$ cat config.mk
export PLATFORM = sky130hd
export DESIGN_NAME = alu_issue
export DESIGN_NICKNAME = d
export VERILOG_FILES = /design/src/rtl/alu_issue_pkg.sv /design/src/rtl/alu_decode.sv /design/src/rtl/alu_issue.sv
export SDC_FILE = /design/constraint.sdc
export NUM_CORES = 1
export LEC_CHECK = 0
export BUFFER_PORTS_ARGS = -buffer_cell sky130_fd_sc_hd__buf_4
export CAP_MARGIN = 20
export CELL_PAD_IN_SITES_DETAIL_PLACEMENT = 1
export CELL_PAD_IN_SITES_GLOBAL_PLACEMENT = 1
export CORE_ASPECT_RATIO = 2
export CORE_MARGIN = 4
export CORE_UTILIZATION = 30
export DETAILED_ROUTE_END_ITERATION = 16
export PLACE_DENSITY = 0.61
export SLEW_MARGIN = 20
export SYNTH_ARGS = -nofsm -noshare
export SYNTH_HDL_FRONTEND = slang
export SYNTH_SLANG_ARGS = --single-unit
$ cat constraint.sdc
create_clock -name clk -period 5.8 [get_ports clk]
set_input_delay 0.29 -clock clk [delete_from_list [all_inputs] [get_ports clk]]
set_output_delay 0.29 -clock clk [all_outputs]
set_load 0.02 [all_outputs]
$ cat src/rtl/alu_issue_pkg.sv
// Shared RV32I decode constants and ALU opcode encoding used by the issue stage and the ALU.
package alu_issue_pkg;

  typedef enum logic [4:0] {
    CTL_NONE = 5'd0,
    CTL_ADD  = 5'd1,
    CTL_SLT  = 5'd2,
    CTL_SLTU = 5'd3,
    CTL_AND  = 5'd4,
    CTL_OR   = 5'd5,
    CTL_XOR  = 5'd6,
    CTL_SLL  = 5'd7,
    CTL_SRL  = 5'd8,
    CTL_SUB  = 5'd9,
    CTL_SRA  = 5'd10,
    CTL_BEQ  = 5'd11,
    CTL_BNE  = 5'd12,
    CTL_BLT  = 5'd13,
    CTL_BLTU = 5'd14,
    CTL_BGE  = 5'd15,
    CTL_BGEU = 5'd16,
    CTL_LUI  = 5'd17,
    CTL_ADDU = 5'd18
  } alu_ctl_e;

  localparam logic [6:0] OPC_OP     = 7'b0110011;
  localparam logic [6:0] OPC_OP_IMM = 7'b0010011;
  localparam logic [6:0] OPC_LUI    = 7'b0110111;
  localparam logic [6:0] OPC_AUIPC  = 7'b0010111;
  localparam logic [6:0] OPC_BRANCH = 7'b1100011;
  localparam logic [6:0] OPC_LOAD   = 7'b0000011;
  localparam logic [6:0] OPC_STORE  = 7'b0100011;
  localparam logic [6:0] OPC_JAL    = 7'b1101111;
  localparam logic [6:0] OPC_JALR   = 7'b1100111;

  localparam logic [2:0] F3_ADD  = 3'b000;
  localparam logic [2:0] F3_SLL  = 3'b001;
  localparam logic [2:0] F3_SLT  = 3'b010;
  localparam logic [2:0] F3_SLTU = 3'b011;
  localparam logic [2:0] F3_XOR  = 3'b100;
  localparam logic [2:0] F3_SR   = 3'b101;
  localparam logic [2:0] F3_OR   = 3'b110;
  localparam logic [2:0] F3_AND  = 3'b111;

  localparam logic [2:0] F3_BEQ  = 3'b000;
  localparam logic [2:0] F3_BNE  = 3'b001;
  localparam logic [2:0] F3_BLT  = 3'b100;
  localparam logic [2:0] F3_BGE  = 3'b101;
  localparam logic [2:0] F3_BLTU = 3'b110;
  localparam logic [2:0] F3_BGEU = 3'b111;

  localparam logic [6:0] F7_BASE = 7'h00;
  localparam logic [6:0] F7_ALT  = 7'h20;

  typedef struct packed {
    logic [4:0]  ctl;
    logic [31:0] a;
    logic [31:0] b;
    logic [4:0]  rd;
    logic        illegal;
  } issue_op_t;

  function automatic logic [31:0] imm_i(input logic [31:0] instr);
    return {{20{instr[31]}}, instr[31:20]};
  endfunction

  function automatic logic [31:0] imm_s(input logic [31:0] instr);
    return {{20{instr[31]}}, instr[31:25], instr[11:7]};
  endfunction

  function automatic logic [31:0] imm_u(input logic [31:0] instr);
    return {instr[31:12], 12'b0};
  endfunction

endpackage

$ cat src/rtl/alu_decode.sv
// Combinational RV32I decode into ALU opcode and operands; unsupported encodings yield a zeroed illegal op.
module alu_decode
  import alu_issue_pkg::*;
(
  input  logic [31:0] instr,
  input  logic [31:0] pc,
  input  logic [31:0] rs1,
  input  logic [31:0] rs2,
  output logic [4:0]  ctl,
  output logic [31:0] a,
  output logic [31:0] b,
  output logic [4:0]  rd,
  output logic        illegal
);

  logic [6:0] opcode;
  logic [2:0] funct3;
  logic [6:0] funct7;
  logic [31:0] shamt;
  alu_ctl_e   ctl_e;
  logic [31:0] a_raw;
  logic [31:0] b_raw;

  assign opcode = instr[6:0];
  assign funct3 = instr[14:12];
  assign funct7 = instr[31:25];
  assign shamt  = {27'b0, instr[24:20]};
  assign rd     = instr[11:7];

  always_comb begin
    ctl_e   = CTL_NONE;
    a_raw   = rs1;
    b_raw   = rs2;
    illegal = 1'b0;
    case (opcode)
      OPC_OP: begin
        if (funct7 == F7_BASE) begin
          case (funct3)
            F3_ADD:  ctl_e = CTL_ADD;
            F3_SLL:  ctl_e = CTL_SLL;
            F3_SLT:  ctl_e = CTL_SLT;
            F3_SLTU: ctl_e = CTL_SLTU;
            F3_XOR:  ctl_e = CTL_XOR;
            F3_SR:   ctl_e = CTL_SRL;
            F3_OR:   ctl_e = CTL_OR;
            default: ctl_e = CTL_AND;
          endcase
        end else if (funct7 == F7_ALT && funct3 == F3_ADD) begin
          ctl_e = CTL_SUB;
        end else if (funct7 == F7_ALT && funct3 == F3_SR) begin
          ctl_e = CTL_SRA;
        end else begin
          illegal = 1'b1;
        end
      end
      OPC_OP_IMM: begin
        b_raw = imm_i(instr);
        case (funct3)
          F3_ADD:  ctl_e = CTL_ADD;
          F3_SLT:  ctl_e = CTL_SLT;
          F3_SLTU: ctl_e = CTL_SLTU;
          F3_XOR:  ctl_e = CTL_XOR;
          F3_OR:   ctl_e = CTL_OR;
          F3_AND:  ctl_e = CTL_AND;
          F3_SLL: begin
            b_raw = shamt;
            if (funct7 == F7_BASE) ctl_e = CTL_SLL;
            else illegal = 1'b1;
          end
          default: begin
            b_raw = shamt;
            if (funct7 == F7_BASE) ctl_e = CTL_SRL;
            else if (funct7 == F7_ALT) ctl_e = CTL_SRA;
            else illegal = 1'b1;
          end
        endcase
      end
      OPC_LUI: begin
        ctl_e = CTL_LUI;
        a_raw = 32'd0;
        b_raw = imm_u(instr);
      end
      OPC_AUIPC: begin
        ctl_e = CTL_ADDU;
        a_raw = pc;
        b_raw = imm_u(instr);
      end
      OPC_BRANCH: begin
        case (funct3)
          F3_BEQ:  ctl_e = CTL_BEQ;
          F3_BNE:  ctl_e = CTL_BNE;
          F3_BLT:  ctl_e = CTL_BLT;
          F3_BGE:  ctl_e = CTL_BGE;
          F3_BLTU: ctl_e = CTL_BLTU;
          F3_BGEU: ctl_e = CTL_BGEU;
          default: illegal = 1'b1;
        endcase
      end
      OPC_LOAD: begin
        ctl_e = CTL_ADDU;
        b_raw = imm_i(instr);
      end
      OPC_STORE: begin
        ctl_e = CTL_ADDU;
        b_raw = imm_s(instr);
      end
      OPC_JAL, OPC_JALR: begin
        // operands form the link address pc+4
        ctl_e = CTL_ADDU;
        a_raw = pc;
        b_raw = 32'd4;
      end
      default: illegal = 1'b1;
    endcase
  end

  assign ctl = illegal ? CTL_NONE : ctl_e;
  assign a   = illegal ? 32'd0 : a_raw;
  assign b   = illegal ? 32'd0 : b_raw;

endmodule

$ cat src/rtl/alu_issue.sv
// Issue stage: decodes accepted requests into an output register backed by one skid entry.
module alu_issue
  import alu_issue_pkg::*;
(
  input  logic        clk,
  input  logic        rst_n,
  input  logic        in_valid,
  output logic        in_ready,
  input  logic [31:0] in_instr,
  input  logic [31:0] in_pc,
  input  logic [31:0] in_rs1_data,
  input  logic [31:0] in_rs2_data,
  input  logic        flush,
  output logic        out_valid,
  input  logic        out_ready,
  output logic [4:0]  out_alu_ctl,
  output logic [31:0] out_alu_a,
  output logic [31:0] out_alu_b,
  output logic [4:0]  out_rd,
  output logic        out_illegal
);

  issue_op_t dec_op;
  issue_op_t out_op;
  issue_op_t skid_op;
  logic      out_valid_q;
  logic      skid_valid;
  logic      in_ready_q;
  logic      accept;
  logic      out_free;

  alu_decode u_decode (
    .instr   (in_instr),
    .pc      (in_pc),
    .rs1     (in_rs1_data),
    .rs2     (in_rs2_data),
    .ctl     (dec_op.ctl),
    .a       (dec_op.a),
    .b       (dec_op.b),
    .rd      (dec_op.rd),
    .illegal (dec_op.illegal)
  );

  assign accept   = in_valid && in_ready_q;
  assign out_free = !out_valid_q || out_ready;

  // in_ready mirrors "skid empty" one cycle late, so a stalled output can absorb exactly one more op
  always_ff @(posedge clk) begin
    if (!rst_n) begin
      out_valid_q <= 1'b0;
      skid_valid  <= 1'b0;
      in_ready_q  <= 1'b0;
      out_op      <= '0;
      skid_op     <= '0;
    end else if (flush) begin
      out_valid_q <= 1'b0;
      skid_valid  <= 1'b0;
      in_ready_q  <= 1'b1;
    end else if (out_free) begin
      if (skid_valid) begin
        out_op      <= skid_op;
        out_valid_q <= 1'b1;
      end else if (accept) begin
        out_op      <= dec_op;
        out_valid_q <= 1'b1;
      end else begin
        out_valid_q <= 1'b0;
      end
      skid_valid <= 1'b0;
      in_ready_q <= 1'b1;
    end else if (accept) begin
      skid_op    <= dec_op;
      skid_valid <= 1'b1;
      in_ready_q <= 1'b0;
    end else begin
      in_ready_q <= !skid_valid;
    end
  end

  assign in_ready    = in_ready_q;
  assign out_valid   = out_valid_q;
  assign out_alu_ctl = out_op.ctl;
  assign out_alu_a   = out_op.a;
  assign out_alu_b   = out_op.b;
  assign out_rd      = out_op.rd;
  assign out_illegal = out_op.illegal;

endmodule

### Word level (Yosys, flattened, before mapping)

Index checks and enable logic that the tools add are counted.

| word-level totals | value |
|---|---|
| word-level logic and storage cells | 85 |
| output and inout bits | 77 |
| memory bits (writable) | 0 |
| bits of input ports | 133 |
| memory bits (read-only) | 0 |
| bits in latches | 0 |
| register bits after elaboration | 153 |
| memories kept | 0 |

| operators by class | value |
|---|---|
| equality and inequality tests | 17 |
| shifts and indexed selects | 0 |
| bitwise operators | 3 |
| multiply operators | 0 |
| muxes and demuxes | 32 |
| add/sub/neg operators | 0 |
| reduce and logical (&&, ||, !) cells | 20 |
| divide/modulo/power cells | 0 |
| $lt $le $gt $ge | 0 |

Operator list:

| cell | count |
|---|---|
| $pmux 32 s5 | 1 |
| $mux 75 | 2 |
| $mux 32 | 3 |
| $pmux 32 s2 | 1 |
| $pmux 5 s7 | 1 |
| $pmux 5 s6 | 1 |
| $eq 7x6->1 const B | 4 |
| $pmux 4 s7 | 1 |
| $pmux 5 s5 | 1 |
| $eq 7x7->1 const B | 3 |
| $mux 5 | 4 |
| $reduce_or 6->1 | 3 |
| $eq 7x5->1 const B | 2 |
| $eq 3x3->1 const B | 4 |
| $mux 1 | 12 |
| $mux 4 | 2 |
| $eq 7x2->1 const B | 1 |
| $logic_not 7->1 | 1 |
| $eq 3x2->1 const B | 2 |
| $reduce_and 3->1 | 2 |
| $reduce_or 2->1 | 3 |
| $reduce_or 3->1 | 2 |
| $reduce_or 5->1 | 1 |
| $pmux 1 s4 | 1 |
| other kinds (9) | 14 |

### Logic depth before layout (Yosys ltp)

| logic depth | value |
|---|---|
| depth in word-level cells | 9 |
| depth in mapped cells | 9 |

### Hierarchy

From an unflattened synthesis, not the netlist that was laid out.

| unflattened totals | value |
|---|---|
| cell total of the unflattened synthesis | 1050 |
| area, all modules | 8664.6 um2 |

By module, submodules not included:

| module | seq. area each (um2) | cells an instance | area each (um2) | instances |
|---|---|---|---|---|
| alu_issue | 3062.9 | 747 | 6869.1 | 1 |
| alu_decode | 0.0 | 303 | 1795.5 | 1 |

### Worst setup path before layout

Ideal clock, no wire load.

| timing path | value |
|---|---|
| path kind | register to register |
| start | register out_valid_q, in the netlist out_valid |
| end | register skid_op[27] (netlist name) |
| slack | 3641 ps |
| arrival | 2100 ps |
| cell stages (with the launch flop) | 9 |
| path buffers | 3 |
| period minus slack after synthesis | 2159 ps |
| path through | dfxtp_1 > nand2b_2 > nor3_4 > or4b_1 > buf_2 > nor3_4 > buf_6 > buf_8 > a22o_1 |

| on the way | value |
|---|---|
| word-level cells in the longest chain between the ends | 4 |

RTL lines:

| what | line | text |
|---|---|---|
| start: declaration | alu_issue.sv:26 | `logic out_valid_q;` |
| start signal: assignment | alu_issue.sv:50 | `out_valid_q <= 1'b0;` |
| start signal: assignment | alu_issue.sv:56 | `out_valid_q <= 1'b0;` |
| start signal: assignment | alu_issue.sv:62 | `out_valid_q <= 1'b1;` |
| $logic_not 1->1 | alu_issue.sv:45 | `assign out_free = !out_valid_q \|\| out_ready;` |
| $logic_or 1x1->1 | alu_issue.sv:45 |  |
| $not 1->1 (no line) | - |  |
| $reduce_and 3->1 (no line) | - |  |
| end signal: assignment | alu_issue.sv:72 | `skid_op <= dec_op;` |
| end: declaration | alu_issue.sv:25 | `issue_op_t skid_op;` |

No other way between the ends.
A chain may end at the register's enable or synchronous reset.

### Worst setup path after layout

| timing path | value |
|---|---|
| start | register skid_valid |
| end | register out_op (netlist bit out_alu_b[9]) |

| on the way | value |
|---|---|
| word-level cells in the longest chain between the ends | 2 |
| elaborated cells on any way between the ends | 3 |
| those cells by class | mux: 1; reduce/logical: 2 |

RTL lines:

| what | line | text |
|---|---|---|
| start: declaration | alu_issue.sv:27 | `logic skid_valid;` |
| start signal: assignment | alu_issue.sv:51 | `skid_valid <= 1'b0;` |
| start signal: assignment | alu_issue.sv:57 | `skid_valid <= 1'b0;` |
| start signal: assignment | alu_issue.sv:69 | `skid_valid <= 1'b0;` |
| $reduce_bool 2->1 (no line) | - |  |
| $reduce_and 3->1 (no line) | - |  |
| end signal: assignment | alu_issue.sv:61 | `out_op <= skid_op;` |
| end signal: assignment | alu_issue.sv:64 | `out_op <= dec_op;` |
| end: declaration | alu_issue.sv:24 | `issue_op_t out_op;` |

Parallel ways exist; a longest one is shown, timed or not.

==> results.tsv <==
metric	value	unit
synthXorXnorAreaFrac	0.337	%
slew_headroom	26.1	%
layout-drive-gt1-share	26.6	%
final_max_slew_viol_count	0	
drc	0	
ys_seq_area_share	39.2	%
power.density	258	nW/um^2
core	25700	um^2
syn_nets	1028	
r2r_cells	6	
cts_sinks	153	
finalNetCount	1177	
yosys_register_bits	153	
antenna_found_initial	0	
fin_ws	2.75	ns
post_synth_and_or_nand_nor_area_fraction	16.6	%
grt_pass1_wl	46400	um
synth_top_family_by_area	compound AO/OA/AOI/OAI gates	
grt_max_degree	105	
initial_core_util	30.4	%
cts_tree	built	
end_kind	register	
hold_viol_final	0	
synth_cell_types	64	
place_ws	2.76	ns
r2r_end	out_alu_b[9]	
cts_max_path_buffers	2	
postCtsHoldBufs	0	
post-route-period-util	52.5	%
syn2layout_area_growth	29.6	%
cts.repair.resized	0	
crit_required	6.17	ns
post-route-min-period	3.05	ns
wire_per_inst	21.5	um
tns	0	ns
reg2reg_slack	2.75	ns
synth_compound_area_share	36.1	%
avgSynthCellArea	8.72	um^2
async_reset_ff_share	0	%
dp_hpwl	21000	um
h-tree-depth	4	
skew	0.00955	ns
ios	210	
worst_slew_pin_slew	1.11	ns
cp_max_fo	104	
num_rows	83	
power.total	2.61	mW
die-area	28800	um^2
drt-total-wl	30100	um
worst_hold_path_type	input port to register	
die_w	122	um
synth_top_flop_cell	dfxtp_1	
place_area	9510	um^2
cp.arrival	3.41	ns
die_y	236	um
postLayoutCellArea	10100	um^2
grt.overflow.total	0	
vias	7812	
fmax	328	MHz
cts_root_buffer	clkbuf_16	
clkTransAtPathRegs	0.06	ns
p_leak	4.31	nW
post_synth_inst_count	895	
r2r_start	skid_valid	
cts_setup_buffers	0	
ant_nets	0	
post-place-cells	1365	
min_from	in_instr[7]	
ys_warn_count	0	
timing_worst_setup_path_type	register to register	
crit_start	skid_valid	
synthAdderAreaFrac	0	%
synthMuxAreaShare	1.28	%
worstSetupEndpoint	out_alu_b[9]	
gp_congestion	0.809	
rsz0062_at_grt	no	
port_buffers	209	
ir_drop	0.196	mV
start_kind	register	
antenna_cells	0	
track_usage	20.6	%
grt_pass1_vias	8238	
instances_no_fill	1395	
clock_latency	0.43	ns
drt_iter0_markers	357	
outcome	finished clean	
syn_area	7800	um^2
dr.pass1.iters	5	
maxCapViolations	0	
numCtsBuffers	17	
setup_viol	0	
vias_per_cell	5.60	
synth_edf_count	0	
-- stage by stage --
stage                     hold WS, ns  util [%]
final                           0.118      39.4
after global routing            0.117      39.4
after CTS                       0.101      39.4
after detailed placement        0.437      37.1
after global placement          0.429      37.1
after floorplan                 0.414         -
-- power breakdown --
group | leakage, nW | total (mW) | switching [mW] | internal [mW]
clock | 0.300 | 1.18 | 0.444 | 0.738
sequential | 1.24 | 1.09 | 0.0132 | 1.07
combinational | 2.77 | 0.345 | 0.192 | 0.153
total | 4.31 | 2.61 | 0.649 | 1.96
-- cells by family (layout without fill, tap and decap cells) --
group,Yosys count,count (layout)
XOR/XNOR,3,3
AO/OA/AOI/OAI,385,385
AND/OR/NAND/NOR,231,231
buffers and inverters,113,273
multiplexers,10,10
flip-flops,153,153
-- state kept, by name (all words and copies together), names as in the netlist --
signal	flops
skid_valid	1
out_rd	5
out_alu_ctl	5
out_alu_b	32
out_alu_a	32
out_valid	1
in_ready	1
skid_op	75
out_illegal	1
-- area by class of cell --
| class | count | area, um^2 |
|---|---|---|
| clock buffers | 22 | 464 |
| clock inverters | 8 | 144 |
| fillers | 3045 | 15500 |
| inverters | 20 | 75.1 |
| multi-input cells | 629 | 4270 |
| flip-flops and latches | 153 | 3070 |
| well taps | 340 | 425 |
| repair buffers | 223 | 1670 |
-- worst min-delay path by stage --
stage,end,slack (ns),cells after the start
after floorplan,skid_op[17],0.41,2
after global placement,skid_op[11],0.43,2
after detailed placement,skid_op[69],0.44,2
after CTS,skid_op[1],0.10,3
after global routing,skid_op[1],0.12,3
final,skid_op[1],0.12,3
-- synth_stat cells, types with 10 or more instances --
| library cell | instances | area (um^2) |
|---|---|---|
| dfxtp_1 | 153 | 3060 |
| a22o_1 | 91 | 797 |
| a21oi_1 | 70 | 350 |
| clkbuf_1 | 64 | 240 |
| nand2_1 | 61 | 229 |
| o21ai_0 | 56 | 280 |
| a21o_1 | 39 | 293 |
| nor3b_1 | 33 | 248 |
| nor2_1 | 28 | 105 |
| a211oi_1 | 24 | 180 |
| nor2b_1 | 23 | 144 |
| nor3_1 | 21 | 105 |
| a221o_1 | 19 | 190 |
| inv_1 | 18 | 67.6 |
| a31o_2 | 17 | 149 |
| buf_2 | 16 | 80.1 |
| nor4_1 | 15 | 93.8 |
| a41o_1 | 11 | 110 |
| mux2i_1 | 10 | 100 |
-- metal layers --
| layer | global-route usage (%) | vias to the layer above | part of all wire [%] |
|---|---|---|---|
| met5 | 0 | - | 0 |
| met4 | 8.23 | 0 | 3.0 |
| met3 | 3.79 | 39 | 4.2 |
| met2 | 37.4 | 203 | 53 |
| met1 | 23.4 | 3872 | 40 |
| li1 | - | 3698 | - |
-- worst max-delay path: stages (launching register included) --
cell     delay, ns
dfxtp_4       0.78
a21oi_1       0.24
nor3_2        0.35
buf_4         0.85
o21ai_0       0.29
nor3_1        0.20
a21o_1        0.14
-- layout by cell type (no fill, tap or decap), types with 8 or more instances in the layout --
| cell | Yosys | layout |
|---|---|---|
| buf_4 | 1 | 223 |
| dfxtp_1 | 153 | 152 |
| a22o_1 | 91 | 91 |
| a21oi_1 | 70 | 70 |
| nand2_1 | 61 | 61 |
| o21ai_0 | 56 | 56 |
| a21o_1 | 39 | 39 |
| nor3b_1 | 33 | 33 |
| nor2_1 | 28 | 27 |
| a211oi_1 | 24 | 24 |
| nor2b_1 | 23 | 23 |
| nor3_1 | 21 | 20 |
| a221o_1 | 19 | 19 |
| inv_1 | 18 | 18 |
| a31o_2 | 17 | 17 |
| clkbuf_16 | 0 | 17 |
| nor4_1 | 15 | 15 |
| a41o_1 | 11 | 11 |
| mux2i_1 | 10 | 10 |
| o41ai_1 | 8 | 8 |
| a21boi_0 | 8 | 8 |
No activity file was read; power rests on OpenSTA's default activity.
